==> config.mk <==
export PLATFORM = sky130hd
export DESIGN_NAME = ft601_bus_responder
export DESIGN_NICKNAME = d
export VERILOG_FILES = /design/src/rtl/ft601_pkg.sv /design/src/rtl/ft601_resp_fifo.sv /design/src/rtl/ft601_bus_responder.sv
export SDC_FILE = /design/constraint.sdc
export NUM_CORES = 1
export LEC_CHECK = 0
export BUFFER_PORTS_ARGS = -buffer_cell sky130_fd_sc_hd__buf_2
export CAP_MARGIN = 5
export CORE_MARGIN = 2
export CORE_UTILIZATION = 65
export DETAILED_ROUTE_END_ITERATION = 7
export PLACE_DENSITY = 0.88
export SYNTH_ARGS = -nofsm -noshare
export SYNTH_HDL_FRONTEND = slang
export SYNTH_SLANG_ARGS = --single-unit
export TNS_END_PERCENT = 10
==> constraint.sdc <==
create_clock -name clk -period 5.9 [get_ports clk]
set_input_delay 0.295 -clock clk [delete_from_list [all_inputs] [get_ports clk]]
set_output_delay 0.295 -clock clk [all_outputs]
set_load 0.01 [all_outputs]
==> src/rtl/ft601_pkg.sv <==
// ---------------------------------------------------------------------------
// ft601_pkg
// Shared types and constants for the FT601 bus responder.
//   FT601_DATA_W / FT601_BE_W : bus data and byte-enable widths
//   FT601_WORD_W              : width of one FIFO entry {be, data}
//   bus_state_e               : bus-side protocol state
//   sat_inc()                 : 8-bit saturating increment for error counters
// ---------------------------------------------------------------------------
package ft601_pkg;

    localparam int FT601_DATA_W = 32;
    localparam int FT601_BE_W   = 4;
    localparam int FT601_WORD_W = FT601_DATA_W + FT601_BE_W;

    typedef enum logic [1:0] {
        ST_IDLE     = 2'd0,
        ST_RD_ARM   = 2'd1,
        ST_RD_BURST = 2'd2,
        ST_WR_BURST = 2'd3
    } bus_state_e;

    // Error counters stick at all-ones instead of wrapping back to zero.
    function automatic logic [7:0] sat_inc(input logic [7:0] v);
        return (v == 8'hFF) ? v : v + 8'd1;
    endfunction

endpackage

==> src/rtl/ft601_resp_fifo.sv <==
// ---------------------------------------------------------------------------
// ft601_resp_fifo
// First-word-fall-through FIFO used for both directions of the responder.
//   clk, rst        : clock, asynchronous active-high reset
//   flush           : synchronous clear (pointers and count to zero)
//   push, wr_data   : write request; ignored when full (even with a pop)
//   pop             : consume head entry; ignored when empty
//   rd_data         : head entry while not empty, otherwise zero
//   empty, full     : decoded directly from the registered count
// Parameters: DEPTH (power of two, >= 4), WIDTH (entry width).
// ---------------------------------------------------------------------------
module ft601_resp_fifo #(
    parameter int DEPTH = 16,
    parameter int WIDTH = 36
) (
    input  logic             clk,
    input  logic             rst,
    input  logic             flush,
    input  logic             push,
    input  logic [WIDTH-1:0] wr_data,
    input  logic             pop,
    output logic [WIDTH-1:0] rd_data,
    output logic             empty,
    output logic             full
);

    localparam int AW = $clog2(DEPTH);
    localparam int CW = AW + 1;

    logic [WIDTH-1:0] mem_q [DEPTH];
    logic [AW-1:0]    wr_ptr_q, wr_ptr_d;
    logic [AW-1:0]    rd_ptr_q, rd_ptr_d;
    logic [CW-1:0]    count_q,  count_d;
    logic             push_ok, pop_ok;

    assign empty   = (count_q == '0);
    assign full    = (count_q == CW'(DEPTH));
    // A push at full is refused even if a pop frees a slot on the same edge.
    assign push_ok = push & ~full;
    assign pop_ok  = pop & ~empty;
    assign rd_data = empty ? '0 : mem_q[rd_ptr_q];

    // NOTE: every always_comb output gets a default first so no path leaves
    // it unassigned; a missing default would infer a latch.
    always_comb begin
        wr_ptr_d = wr_ptr_q;
        rd_ptr_d = rd_ptr_q;
        count_d  = count_q;
        if (flush) begin
            wr_ptr_d = '0;
            rd_ptr_d = '0;
            count_d  = '0;
        end else begin
            // Pointers are exactly AW bits wide, so they wrap modulo DEPTH.
            if (push_ok) wr_ptr_d = wr_ptr_q + AW'(1);
            if (pop_ok)  rd_ptr_d = rd_ptr_q + AW'(1);
            case ({push_ok, pop_ok})
                2'b10:   count_d = count_q + CW'(1);
                2'b01:   count_d = count_q - CW'(1);
                default: count_d = count_q;
            endcase
        end
    end

    // NOTE: sequential state uses non-blocking assignments so every flop
    // samples the pre-edge values regardless of statement order.
    always_ff @(posedge clk or posedge rst) begin
        if (rst) begin
            wr_ptr_q <= '0;
            rd_ptr_q <= '0;
            count_q  <= '0;
        end else begin
            wr_ptr_q <= wr_ptr_d;
            rd_ptr_q <= rd_ptr_d;
            count_q  <= count_d;
        end
    end

    // NOTE: the storage array has no reset; stale entries are never visible
    // because rd_data is forced to zero while the count says empty.
    always_ff @(posedge clk) begin
        if (push_ok) mem_q[wr_ptr_q] <= wr_data;
    end

endmodule

==> src/rtl/ft601_bus_responder.sv <==
// ---------------------------------------------------------------------------
// ft601_bus_responder
// Responder side of an FT601-style 32-bit FIFO bus. Host words queue in the
// RX FIFO and are read out by the bus controller; controller writes queue in
// the TX FIFO and are drained by the host.
//   clk, rst                          : clock, async active-high reset
//   usb_wren_l/rden_l/outen_l         : controller strobes (active-low)
//   usb_rst_l                         : synchronous flush (active-low)
//   bus_in/be_in, bus_out/be_out      : bus write / read data
//   bus_oe                            : responder drives bus_out/be_out
//   usb_tx_full, usb_rx_empty         : FIFO flags towards the controller
//   host_tx_*                         : host -> RX FIFO (valid/ready)
//   host_rx_*                         : TX FIFO -> host (valid/ready)
//   proto_err, ovf_cnt, unf_cnt       : protocol error, error counters
// Build option: define FT601_RESP_CHECK_EN to include the protocol checker;
// otherwise proto_err is tied low.
// ---------------------------------------------------------------------------
module ft601_bus_responder
    import ft601_pkg::*;
#(
    parameter int DEPTH = 16
) (
    input  logic                    clk,
    input  logic                    rst,
    output logic                    usb_tx_full,
    output logic                    usb_rx_empty,
    input  logic                    usb_wren_l,
    input  logic                    usb_rden_l,
    input  logic                    usb_outen_l,
    input  logic                    usb_rst_l,
    input  logic [FT601_DATA_W-1:0] bus_in,
    input  logic [FT601_BE_W-1:0]   be_in,
    output logic [FT601_DATA_W-1:0] bus_out,
    output logic [FT601_BE_W-1:0]   be_out,
    output logic                    bus_oe,
    input  logic [FT601_DATA_W-1:0] host_tx_data,
    input  logic [FT601_BE_W-1:0]   host_tx_be,
    input  logic                    host_tx_valid,
    output logic                    host_tx_ready,
    output logic [FT601_DATA_W-1:0] host_rx_data,
    output logic [FT601_BE_W-1:0]   host_rx_be,
    output logic                    host_rx_valid,
    input  logic                    host_rx_ready,
    output logic                    proto_err,
    output logic [7:0]              ovf_cnt,
    output logic [7:0]              unf_cnt
);

    logic                    flush;
    logic                    rx_empty, rx_full, tx_empty, tx_full;
    logic [FT601_WORD_W-1:0] rx_head, tx_head;
    logic                    bus_read, bus_write;
    logic [7:0]              ovf_cnt_q, ovf_cnt_d;
    logic [7:0]              unf_cnt_q, unf_cnt_d;
    bus_state_e              state_q;

    assign flush     = ~usb_rst_l;
    assign bus_read  = ~usb_rden_l & ~usb_outen_l;
    assign bus_write = ~usb_wren_l;

    // Host handshakes are withheld during a flush cycle so no word is
    // reported as transferred and then thrown away.
    assign host_tx_ready = ~rx_full & usb_rst_l;
    assign host_rx_valid = ~tx_empty & usb_rst_l;

    ft601_resp_fifo #(.DEPTH(DEPTH), .WIDTH(FT601_WORD_W)) u_rx_fifo (
        .clk     (clk),
        .rst     (rst),
        .flush   (flush),
        .push    (host_tx_valid & host_tx_ready),
        .wr_data ({host_tx_be, host_tx_data}),
        .pop     (bus_read),
        .rd_data (rx_head),
        .empty   (rx_empty),
        .full    (rx_full)
    );

    ft601_resp_fifo #(.DEPTH(DEPTH), .WIDTH(FT601_WORD_W)) u_tx_fifo (
        .clk     (clk),
        .rst     (rst),
        .flush   (flush),
        .push    (bus_write),
        .wr_data ({be_in, bus_in}),
        .pop     (host_rx_valid & host_rx_ready),
        .rd_data (tx_head),
        .empty   (tx_empty),
        .full    (tx_full)
    );

    assign {be_out, bus_out}         = rx_head;
    assign {host_rx_be, host_rx_data} = tx_head;
    assign usb_rx_empty              = rx_empty;
    assign usb_tx_full               = tx_full;
    // The controller owns the bus whenever it is writing.
    assign bus_oe                    = ~usb_outen_l & usb_wren_l;

    // Overflow: write strobe against a full TX FIFO (word dropped).
    // Underflow: read strobe against an empty RX FIFO (no pop).
    always_comb begin
        ovf_cnt_d = ovf_cnt_q;
        unf_cnt_d = unf_cnt_q;
        if (flush) begin
            ovf_cnt_d = '0;
            unf_cnt_d = '0;
        end else begin
            if (bus_write && tx_full)   ovf_cnt_d = sat_inc(ovf_cnt_q);
            if (!usb_rden_l && rx_empty) unf_cnt_d = sat_inc(unf_cnt_q);
        end
    end

    always_ff @(posedge clk or posedge rst) begin
        if (rst) begin
            ovf_cnt_q <= '0;
            unf_cnt_q <= '0;
        end else begin
            ovf_cnt_q <= ovf_cnt_d;
            unf_cnt_q <= unf_cnt_d;
        end
    end

    assign ovf_cnt = ovf_cnt_q;
    assign unf_cnt = unf_cnt_q;

    // Bus protocol tracker. An OE-only cycle arms a read; a read burst ends
    // as soon as either strobe rises; a write burst that ends with OE already
    // low goes straight to the armed-read state.
    always_ff @(posedge clk or posedge rst) begin
        if (rst) begin
            state_q <= ST_IDLE;
        end else if (flush) begin
            state_q <= ST_IDLE;
        end else begin
            case (state_q)
                ST_IDLE: begin
                    if (!usb_wren_l)                     state_q <= ST_WR_BURST;
                    else if (!usb_outen_l && usb_rden_l) state_q <= ST_RD_ARM;
                end
                ST_RD_ARM: begin
                    if (usb_outen_l)      state_q <= ST_IDLE;
                    else if (!usb_rden_l) state_q <= ST_RD_BURST;
                end
                ST_RD_BURST: begin
                    if (usb_outen_l || usb_rden_l) state_q <= ST_IDLE;
                end
                ST_WR_BURST: begin
                    if (usb_wren_l) state_q <= usb_outen_l ? ST_IDLE : ST_RD_ARM;
                end
                default: state_q <= ST_IDLE;
            endcase
        end
    end

`ifdef FT601_RESP_CHECK_EN
    logic proto_err_q, proto_err_d;
    logic proto_viol;

    // Violations: a read strobe with no OE preamble, or a write while the
    // controller also asks the responder to drive the bus.
    always_comb begin
        proto_viol  = ((state_q == ST_IDLE) && !usb_rden_l) ||
                      (!usb_wren_l && !usb_outen_l);
        proto_err_d = flush ? 1'b0 : (proto_err_q | proto_viol);
    end

    always_ff @(posedge clk or posedge rst) begin
        if (rst) proto_err_q <= 1'b0;
        else     proto_err_q <= proto_err_d;
    end

    assign proto_err = proto_err_q;
`else
    assign proto_err = 1'b0;
`endif

endmodule
# --- Yosys cells after proc, flatten, opt, wreduce, memory -nomap -nowiden ---
# Memory sizes are Yosys's and may differ from the RTL's.
# Index checks and enable logic that the tools add are counted.
op_classes:
  addsub: 10
  n_eq_ne: 18
  muxes: 24
  bitwise_logic: 17
  n_reduce_logical: 7
op_table:
  columns: ["cell", "n"]
  rows:
  - ["$mux W36", 2]
  - ["$mux W8", 6]
  - ["$mux W4", 8]
  - ["$pmux W5 S2", 2]
  - ["$add A4 B1 Y4 const B", 4]
  - ["$add A8 B1 Y8 const B", 2]
  - ["$eq A8 B8 Y1 const B", 2]
  - ["$ne A2 B1 Y1 const B", 6]
  - ["$add A5 B1 Y5 const B", 2]
  - ["$and A1 B1 Y1", 10]
  - ["$eq A5 B5 Y1 const B", 2]
  - ["$logic_not A5 Y1", 2]
  - ["$mux W5", 2]
  - ["$sub A5 B1 Y5 const B", 2]
  - ["$not A1 Y1", 7]
  - ["$ne A3 B1 Y1 const B", 2]
  - ["$eq A2 B1 Y1 const B", 2]
  - ["$eq A2 B2 Y1 const B", 2]
  - ["$mux W1", 4]
  - ["$ne A2 B2 Y1 const B", 2]
  - ["$reduce_and A2 Y1", 2]
  - ["$logic_and A1 B1 Y1", 2]
  - ["$logic_not A1 Y1", 1]
totals:
  regBits: 42
  ramBits: 1152
  input_bits: 80
  out_inout_bits: 94
  wordCells: 86
  memories: 2
mem_list:
  columns: ["memory", "depth", "word_bits", "rd", "rd_clocked_by_memory_dff", "wr", "line_no", "rtl"]
  rows:
  - ["u_rx_fifo.mem_q", 16, 36, 1, 0, 1, "ft601_resp_fifo.sv:30", "logic [WIDTH-1:0] mem_q [DEPTH];"]
  - ["u_tx_fifo.mem_q", 16, 36, 1, 0, 1, "ft601_resp_fifo.sv:30", null]

# --- Longest topological paths before layout ---
# Gate-level depths: netlist of run 1.
logic_depth:
  ltp_word: 8
  mapped_depth: 11
  mapped_depth_nobuf: 9

# --- Cells and area by module ---
# A second synthesis of run 1 with hierarchy kept.
unflattened:
  hier_cells: 2099
  hier_area_um2: 46460.8
modules_own_cells:
  columns: ["mod", "n_inst", "cells_each", "area_per_inst_um2", "seq_area_each_um2"]
  rows:
  - ["ft601_resp_fifo", 2, 1002, 22755.6, 17621.9]
  - ["ft601_bus_responder", 1, 95, 949.7, 400.4]

# --- Worst setup path before layout of run 1 ---
# No wires, ideal clock.
synth_path:
  path_kind: "register to register"
  from: "reg u_tx_fifo.count_q[4]"
  to: "mem u_tx_fifo.mem_q[12][0], enable pin"
  setup_time_ps: 429
  arrival_ps: 2749
  t_required_ps: 5471
  slack_ps: 2721
  path_stages_with_launch: 6
  n_path_buf: 2
  period_less_slack_ps: 3179
  cell_sequence: "dfrtp_1 clkbuf_1 buf_1 a21oi_1 nand3_1 nor2_1"
synth_between:
  elab_chain_len: 5
synth_lines:
  columns: ["element", "line_no", "rtl"]
  rows:
  - ["from (decl)", "ft601_resp_fifo.sv:33", "logic [CW-1:0] count_q, count_d;"]
  - ["from (signal assigned)", "ft601_resp_fifo.sv:75", "count_q <= count_d;"]
  - ["$eq A5 B5 Y1", "ft601_resp_fifo.sv:37", "assign full = (count_q == CW'(DEPTH));"]
  - ["$not A1 Y1", "ft601_resp_fifo.sv:39", "assign push_ok = push & ~full;"]
  - ["$and A1 B1 Y1", "ft601_resp_fifo.sv:39", null]
  - ["$mux W1", "ft601_resp_fifo.sv:82", "if (push_ok) mem_q[wr_ptr_q] <= wr_data;"]
  - ["$mux W1 (implied by the code)", "ft601_resp_fifo.sv:82", null]
  - ["to (decl)", "ft601_resp_fifo.sv:30", null]
# Every way passes these cells.

# --- Worst setup path in the final report of run 1 ---
layout_path:
  from: "reg u_tx_fifo.count_q[1]"
  to: "out host_rx_be[1]"
layout_between:
  elab_chain_len: 2
layout_lines:
  columns: ["element", "line_no", "rtl"]
  rows:
  - ["$logic_not A5 Y1", "ft601_resp_fifo.sv:36", "assign empty = (count_q == '0);"]
  - ["$mux W36", "ft601_resp_fifo.sv:41", "assign rd_data = empty ? '0 : mem_q[rd_ptr_q];"]
  - ["to (decl)", "ft601_bus_responder.sv:41", "output logic [FT601_BE_W-1:0] host_rx_be,"]
# Every way passes these cells.

==> results of run 1 <==
-- cell usage after synthesis (8+ instances only) --
master	count
a21oi_1	24
and2_1	25
buf_2	42
clkbuf_1	64
dfrtp_1	42
edfxtp_1	1152
ha_1	16
inv_1	20
mux2i_1	157
mux4_2	288
nand2_1	14
nand3_1	13
nor2_1	31
o21ai_0	11
o22ai_1	73
o31ai_1	8
or4_1	8
xor2_1	8
-- how the worst max path moves through the flow --
stage                           from                      to  slack (ns)  cells past startpoint
6_report        u_tx_fifo.count_q[1]           host_rx_be[1]        1.88                      6
5_1_grt        u_rx_fifo.rd_ptr_q[0]             bus_out[31]        1.76                      5
4_1_cts        u_tx_fifo.rd_ptr_q[0]        host_rx_data[19]        1.92                      5
3_5_place_dp   u_tx_fifo.rd_ptr_q[0]         host_rx_data[6]        2.66                      5
3_3_place_gp   u_tx_fifo.rd_ptr_q[0]         host_rx_data[6]        2.74                      5
2_1_floorplan   u_tx_fifo.count_q[4]  u_tx_fifo.mem_q[12][0]        2.72                      5
-- repair_timing --
| action | in CTS | in global routing |
|---|---|---|
| resized for setup | 0 | 0 |
| hold buffers | 53 | 0 |
| hold endpoints to repair | 688 | 0 |
-- state kept, by name, indices dropped and copies added (netlist names), 5 cells and up --
register	count
u_tx_fifo.count_q	5
unf_cnt	8
u_tx_fifo.mem_q	576
ovf_cnt	8
u_rx_fifo.count_q	5
u_rx_fifo.mem_q	576
-- logic make-up (layout without fill, tap and decap cells) --
logic type / Yosys count / after routing / synth area share, %
AOI/OAI and AO/OA: 155 / 155 / 2.165
xor gates and xnor gates: 14 / 14 / 0.2642
adders and majority gates: 16 / 16 / 0.4313
buffers and inverters: 135 / 500 / 1.248
DFF: 1194 / 1194 / 76.79
muxes: 446 / 446 / 17.38
other: 1 / 8 / 0.008079
and+or+nand+nor: 139 / 139 / 1.712
-- placed cells by master (no fill, tap or decap), types with 6 or more instances in the layout --
master	n
clkbuf_1	21
xnor2_1	6
and2_2	24
a21oi_1	24
nand2b_1	6
or3_1	7
inv_1	19
o31ai_1	8
dfrtp_1	36
mux2i_1	157
clkinv_1	32
clkinv_2	24
dlygate4sd3_1	53
dfrtp_4	6
xor2_1	8
nor2_1	27
o22ai_1	73
nor3_1	7
nand2_1	14
mux4_2	288
or4_1	8
edfxtp_1	1152
buf_4	44
diode_2	7
bufinv_16	6
clkbuf_16	111
o21ai_0	11
buf_2	172
ha_1	16
nand3_1	13
o21a_1	7
-- area by class of cell --
cell class / instances / area, um^2 / area share (%)
timing repair buffer: 273 / 1802 / 3.437
sequential: 1194 / 35670 / 68.04
antenna: 7 / 17.52 / 0.03342
clock inverter: 74 / 544.3 / 1.038
tap: 940 / 1176 / 2.244
inverter: 21 / 78.83 / 0.1504
multi-input combinational: 771 / 10270 / 19.60
clock buffer: 132 / 2856 / 5.450
-- power by group --
| part | switching (W) | internal (W) | leakage [nW] |
|---|---|---|---|
| Clock | 0.00318 | 0.00372 | 1.66 |
| Sequential | 0.000289 | 0.00947 | 11.0 |
| Combinational | 0.00188 | 0.00151 | 3.83 |
| Total | 0.00535 | 0.0147 | 16.4 |
-- stage by stage --
step                utilization, %  power [W]  cells  area [um^2]
floorplan                        -    0.01205   2100        46420
global placement             68.85    0.01297   3146        48470
detailed placement           68.85    0.01313   3146        48470
CTS                          74.44    0.02006   3405        52400
global route                 74.45    0.02056   3409        52410
finish                       74.46    0.02005   3412        52420
-- per-layer routing --
metal  global-route usage [%]  part of all wire [%]
met3                    6.617                    11
met4                    13.74                   4.4
met1                    44.54                    33
met5                        0                 0.011
met2                    54.66                    51
-- critical path, delay by kind of cell, from the launching register on --
kind / cells / cell delay, ns
compound gates: 1 / 0.14
flops: 1 / 0.49
simple gates: 3 / 1.82
buf+inv: 2 / 0.58
==> results by group, run 1 <==
Hold path
  • Hold_sp: host_tx_be[2]
  • Worst Hold Path Cells: 1
  • Worst Hold Path EP: u_rx_fifo.mem_q[15][34]
  • Hold crit path type: input pin to flip-flop

CTS
  • Clock Sink Count: 1194
  • Post-CTS setup buffers: 0
  • Clock latency on the worst-skew pair: 0.68 ns
  • Root buffer cell: clkbuf_16
  • Clock slew seen by the registers of the worst setup and hold paths: 0.06 ns
  • Clock buffer depth: 3
  • CTS tree: built
  • CTS buffer count: 110
  • H-tree depth: 3

Timing
  • Period minus WS final: 4.025 ns
  • Fin worst setup slack: 1.875 ns
  • Fin. max-slew vios: 0
  • Skew final: 0.03946 ns
  • Final worst-path cycle share: 68.21%
  • Relative slew slack: 21.48%
  • RSZ-0062 raised after global routing: no
  • Max Fclk: 248.5 MHz
  • Setup Viol. Count Final: 0
  • Setup_tns: 0 ns
  • WHS: 0.02221 ns
  • Endpoints failing hold: 0
  • Worst Tran Pin Value: 1.175 ns

Routing
  • Routed Antenna Nets: 0
  • DRT Pass-1 Iters: 8
  • Initial drt markers: 4233
  • Routed Wire Length: 120800 um
  • Vias: 24940
  • DR vias/cell: 7.310
  • Routed length per instance: 35.40 um
  • DR DRC count: 0

Critical path
  • Crit-path max FO: 22
  • Crit. End Element: output port
  • Arrival time worst endpoint: 3.73 ns
  • Critical Path RT: 5.61 ns
  • CP startpoint kind: flip-flop
  • Crit-path slowest cell: or4_1
  • R2R Path End: u_tx_fifo.mem_q[14][17]
  • R2R cell count: 4
  • R2R setup slack: 2.51 ns
  • Worst r2r src: u_tx_fifo.count_q[4]
  • Critical Path Max Stage Delay: 0.80 ns
  • Worst path cell trace: or4_1 > nor2_1 > or2_2 > buf_4 > o22ai_1 > buf_2
  • Critical path class: flip-flop to output port

Placement
  • GPL Wtd Cong: 0.8217
  • PortBufs: 172
  • Hpwl dp: 54830 um
  • Place WS: 2.656 ns

Pwr
  • Leakage: 16.44 nW
  • Maximum resistive drop on vdd: 0.4214 mV
  • Power per cell area: 382.6 mW/mm^2

Global route
  • Initial antenna violation count: 8
  • Gr ovfl total: 0
  • Largest net degree at the start of global routing: 80
  • First-pass GRT wire length: 176000 um
  • GRT Util Overall: 33.25%
  • Vias in the first global route: 25550

Flow run
  • MaxCap Viol Count: 0

Synth
  • Top area cells in the synthesized netlist: edfxtp_1 (75%), mux4_2 (14%), mux2i_1 (3.4%)
  • Main synth FF type: edfxtp_1
  • Synth Area per Inst: 22.10 um^2
  • Ys Warns: 0
  • Cell area after synthesis: 0.04642 mm^2
  • Mapped Cells: 2100
  • Post-synth ARST share: 3.518%
  • Number of synthesized flops with an enable pin: 1152
  • Register area share after synthesis: 76.79%
  • Synth Register Bits: 1194
  • Top cell type's share of synthesized area: 74.52%
  • Mapped Nets: 2196
  • Distinct cells, synth: 59
  • Dominant cell type by area after synthesis: edfxtp_1

Die
  • Die area: 0.07357 mm^2
  • Initial Util: 65.94%
  • IO Count: 174
  • Die height: 271.2 um
  • Row Count: 97
  • Core Box Area: 0.07039 mm^2
  • Die W: 271.2 um

Cells and area
  • Share of cells above drive strength 1: 28.92%
  • Synthesis-to-layout area growth: 12.92%
  • Fin nets: 2467
  • Fillers: 3452

Run status
  • Status: finished, final reports clean
Note: power is estimated with default switching activity, not from simulation.
==> inputs of run 2 (changes only) <==
Settings changed: CORE_UTILIZATION 65 to 55, PLACE_DENSITY 0.88 to 0.8.
Clock period 5.9 ns to 3.25 ns, I/O delays scaled along.
==> results by group, run 2 (same netlist as run 1, synthesis figures left out) <==
Timing
  • Final worst-path cycle share: 97.17%
  • Setup Viol. Count Final: 0 (unchanged)
  • WHS: 0.04028 ns (was 0.02221 ns)
  • Skew final: 0.05415 ns (was 0.03946 ns)
  • Fin. max-slew vios: 0 (unchanged)
  • Worst Tran Pin Value: 0.7706 ns (was 1.175 ns)
  • Max Fclk: 316.7 MHz
  • Setup_tns: 0 ns (unchanged)
  • Period minus WS final: 3.158 ns
  • Fin worst setup slack: 0.09195 ns (was 1.875 ns)
  • RSZ-0062 raised after global routing: no (unchanged)
  • Endpoints failing hold: 0 (unchanged)
  • Relative slew slack: 48.15% (was 21.48%)

Hold path
  • Hold crit path type: input pin to flip-flop (unchanged)
  • Hold_sp: usb_rden_l (was host_tx_be[2])

Die
  • Die height: 294.5 um (was 271.2 um)
  • Initial Util: 55.55% (was 65.94%)
  • Core Box Area: 0.08356 mm^2 (was 0.07039 mm^2)
  • Row Count: 106 (was 97)
  • IO Count: 174 (unchanged)
  • Die area: 0.08674 mm^2 (was 0.07357 mm^2)
  • Die W: 294.5 um (was 271.2 um)

Pwr
  • Maximum resistive drop on vdd: 0.6436 mV (was 0.4214 mV)
  • Leakage: 16.92 nW (was 16.44 nW)
  • Power per cell area: 693.6 mW/mm^2 (was 382.6 mW/mm^2)

CTS
  • Root buffer cell: clkbuf_16 (unchanged)
  • Clock buffer depth: 3 (unchanged)
  • Clock latency on the worst-skew pair: 0.73 ns (was 0.68 ns)
  • Clock Sink Count: 1194 (unchanged)
  • Post-CTS setup buffers: 0 (unchanged)
  • Clock slew seen by the registers of the worst setup and hold paths: 0.06 ns (about the same)
  • CTS buffer count: 111 (was 110)
  • H-tree depth: 3 (unchanged)
  • CTS tree: built (unchanged)

Routing
  • DR vias/cell: 6.527 (was 7.310)
  • Vias: 23460 (was 24940)
  • DR DRC count: 0 (unchanged)
  • Routed length per instance: 29.95 um (was 35.40 um)
  • DRT Pass-1 Iters: 7 (was 8)
  • Initial drt markers: 2735 (was 4233)
  • Routed Antenna Nets: 0 (unchanged)
  • Routed Wire Length: 107600 um (was 120800 um)

Placement
  • Place WS: 0.3904 ns (was 2.656 ns)
  • Placed cells: 3307 (was 3146)
  • GPL Wtd Cong: 0.7988 (was 0.8217)
  • Hpwl dp: 54910 um (was 54830 um)
  • PortBufs: 172 (unchanged)

Cells and area
  • Largest registers: u_rx_fifo.mem_q (576), u_tx_fifo.mem_q (576) (unchanged)
  • Commonest non-fill, non-tap cells in the layout: edfxtp_1 (1152), mux4_2 (288), buf_2 (172) (unchanged)
  • Share of cells above drive strength 1: 29.59% (was 28.92%)
  • Most common cell after layout, fill and taps aside: edfxtp_1 (unchanged)
  • Finished Layout Cells: 3594 (was 3412)
  • Synthesis-to-layout area growth: 15.75% (was 12.92%)
  • Fin nets: 2513 (was 2467)

Critical path
  • Critical path class: flip-flop to output port (unchanged)
  • Buf+Inv Stages, Crit Path: 2 (unchanged)
  • Crit-path slowest cell: or4_4 (was or4_1)
  • CP delay by family, top: simple AND/OR/NAND/NOR gates (unchanged)
  • Worst r2r src: u_rx_fifo.count_q[1] (was u_tx_fifo.count_q[4])
  • Critical Path Max Stage Delay: 0.66 ns (was 0.80 ns)
  • CP startpoint kind: flip-flop (unchanged)
  • Crit. End Element: output port (unchanged)
  • Critical Path RT: 3.09 ns (was 5.61 ns)
  • Worst path cell trace: or4_4 > o21ai_4 > buf_4 > o22ai_1 > buf_2 (was or4_1 > nor2_1 > or2_2 > buf_4 > o22ai_1 > buf_2)
  • Worst Setup SP: u_rx_fifo.count_q[1] (was u_tx_fifo.count_q[1])
  • Arrival time worst endpoint: 3.00 ns (was 3.73 ns)
  • Crit-path max FO: 20 (was 22)

Run status
  • Status: finished, final reports clean (unchanged)

Global route
  • First-pass GRT wire length: 159800 um (was 176000 um)
  • Gr ovfl total: 0 (unchanged)
  • Vias in the first global route: 24480 (was 25550)
  • GRT Util Overall: 25.23% (was 33.25%)
  • Largest net degree at the start of global routing: 71 (was 80)
  • Initial antenna violation count: 4 (was 8)

Flow run
  • MaxCap Viol Count: 0 (unchanged)
## run 2: metal layers
| layer | up-vias | global-route usage [%] | part of all wire (%) |
|---|---|---|---|
| li1 | 9524 | - | - |
| met2 | 1447 | 41.66 | 51 |
| met1 | 12250 | 33.46 | 37 |
| met4 | 6 | 10.04 | 3.6 |
| met5 | - | 0 | 0.036 |
| met3 | 230 | 4.954 | 8.9 |
## run 2: path summary, 6_finish.rpt
path                            cells past startpoint  slack (ns)               endpoint
worst max-delay path                                5        0.09            bus_out[15]
max in group asynchronous                           4        2.66  u_tx_fifo.rd_ptr_q[1]
worst min-delay path                                4        0.04   u_rx_fifo.count_q[4]
worst max register to register                      9        0.31   u_rx_fifo.count_q[4]
min in group asynchronous                           4        0.16             unf_cnt[7]
worst min register to register                      2        0.58             unf_cnt[6]
## run 2: worst reg2reg max path: stages (launching register included)
cell	delay, ns
dfrtp_1	0.48
or4_4	0.66
o21ai_1	0.25
a21oi_1	0.11
xor2_1	0.16
ha_1	0.24
or3_1	0.31
a21oi_1	0.19
a2111oi_0	0.12
a311o_1	0.30
## run 2: what timing repair did
action / CTS / global route
cloned: 0 / 0
endpoints found under the hold margin: 1207 / 0
endpoints found under the setup margin: 14 / 1
hold buffers: 77 / 0
resized for setup: 2 / 1
## run 2: where the power goes
| group | total [W] | internal [W] | switching [W] |
|---|---|---|---|
| clock network | 0.0133 | 0.00751 | 0.00579 |
| registers | 0.0175 | 0.0172 | 0.000296 |
| logic | 0.00647 | 0.00296 | 0.00351 |
## run 2: area by class of cell
type                    count  area, um^2
diodes                      3       7.507
clock buffers             128        2872
clock inverters            79       908.4
fillers                  5142       29820
inverters                  21       78.83
multi-input cells         771       10280
flip-flops and latches   1194       35670
well taps                1080        1351
repair buffers            318        2562
## run 2: stage by stage
step	total power (W)	area, um^2	util, %
after floorplan	0.02188	46420	-
after global placement	0.02389	49160	58.84
after detailed placement	0.02405	49160	58.84
after CTS	0.03737	53720	64.29
after global routing	0.03835	53730	64.30
final	0.03727	53730	64.31
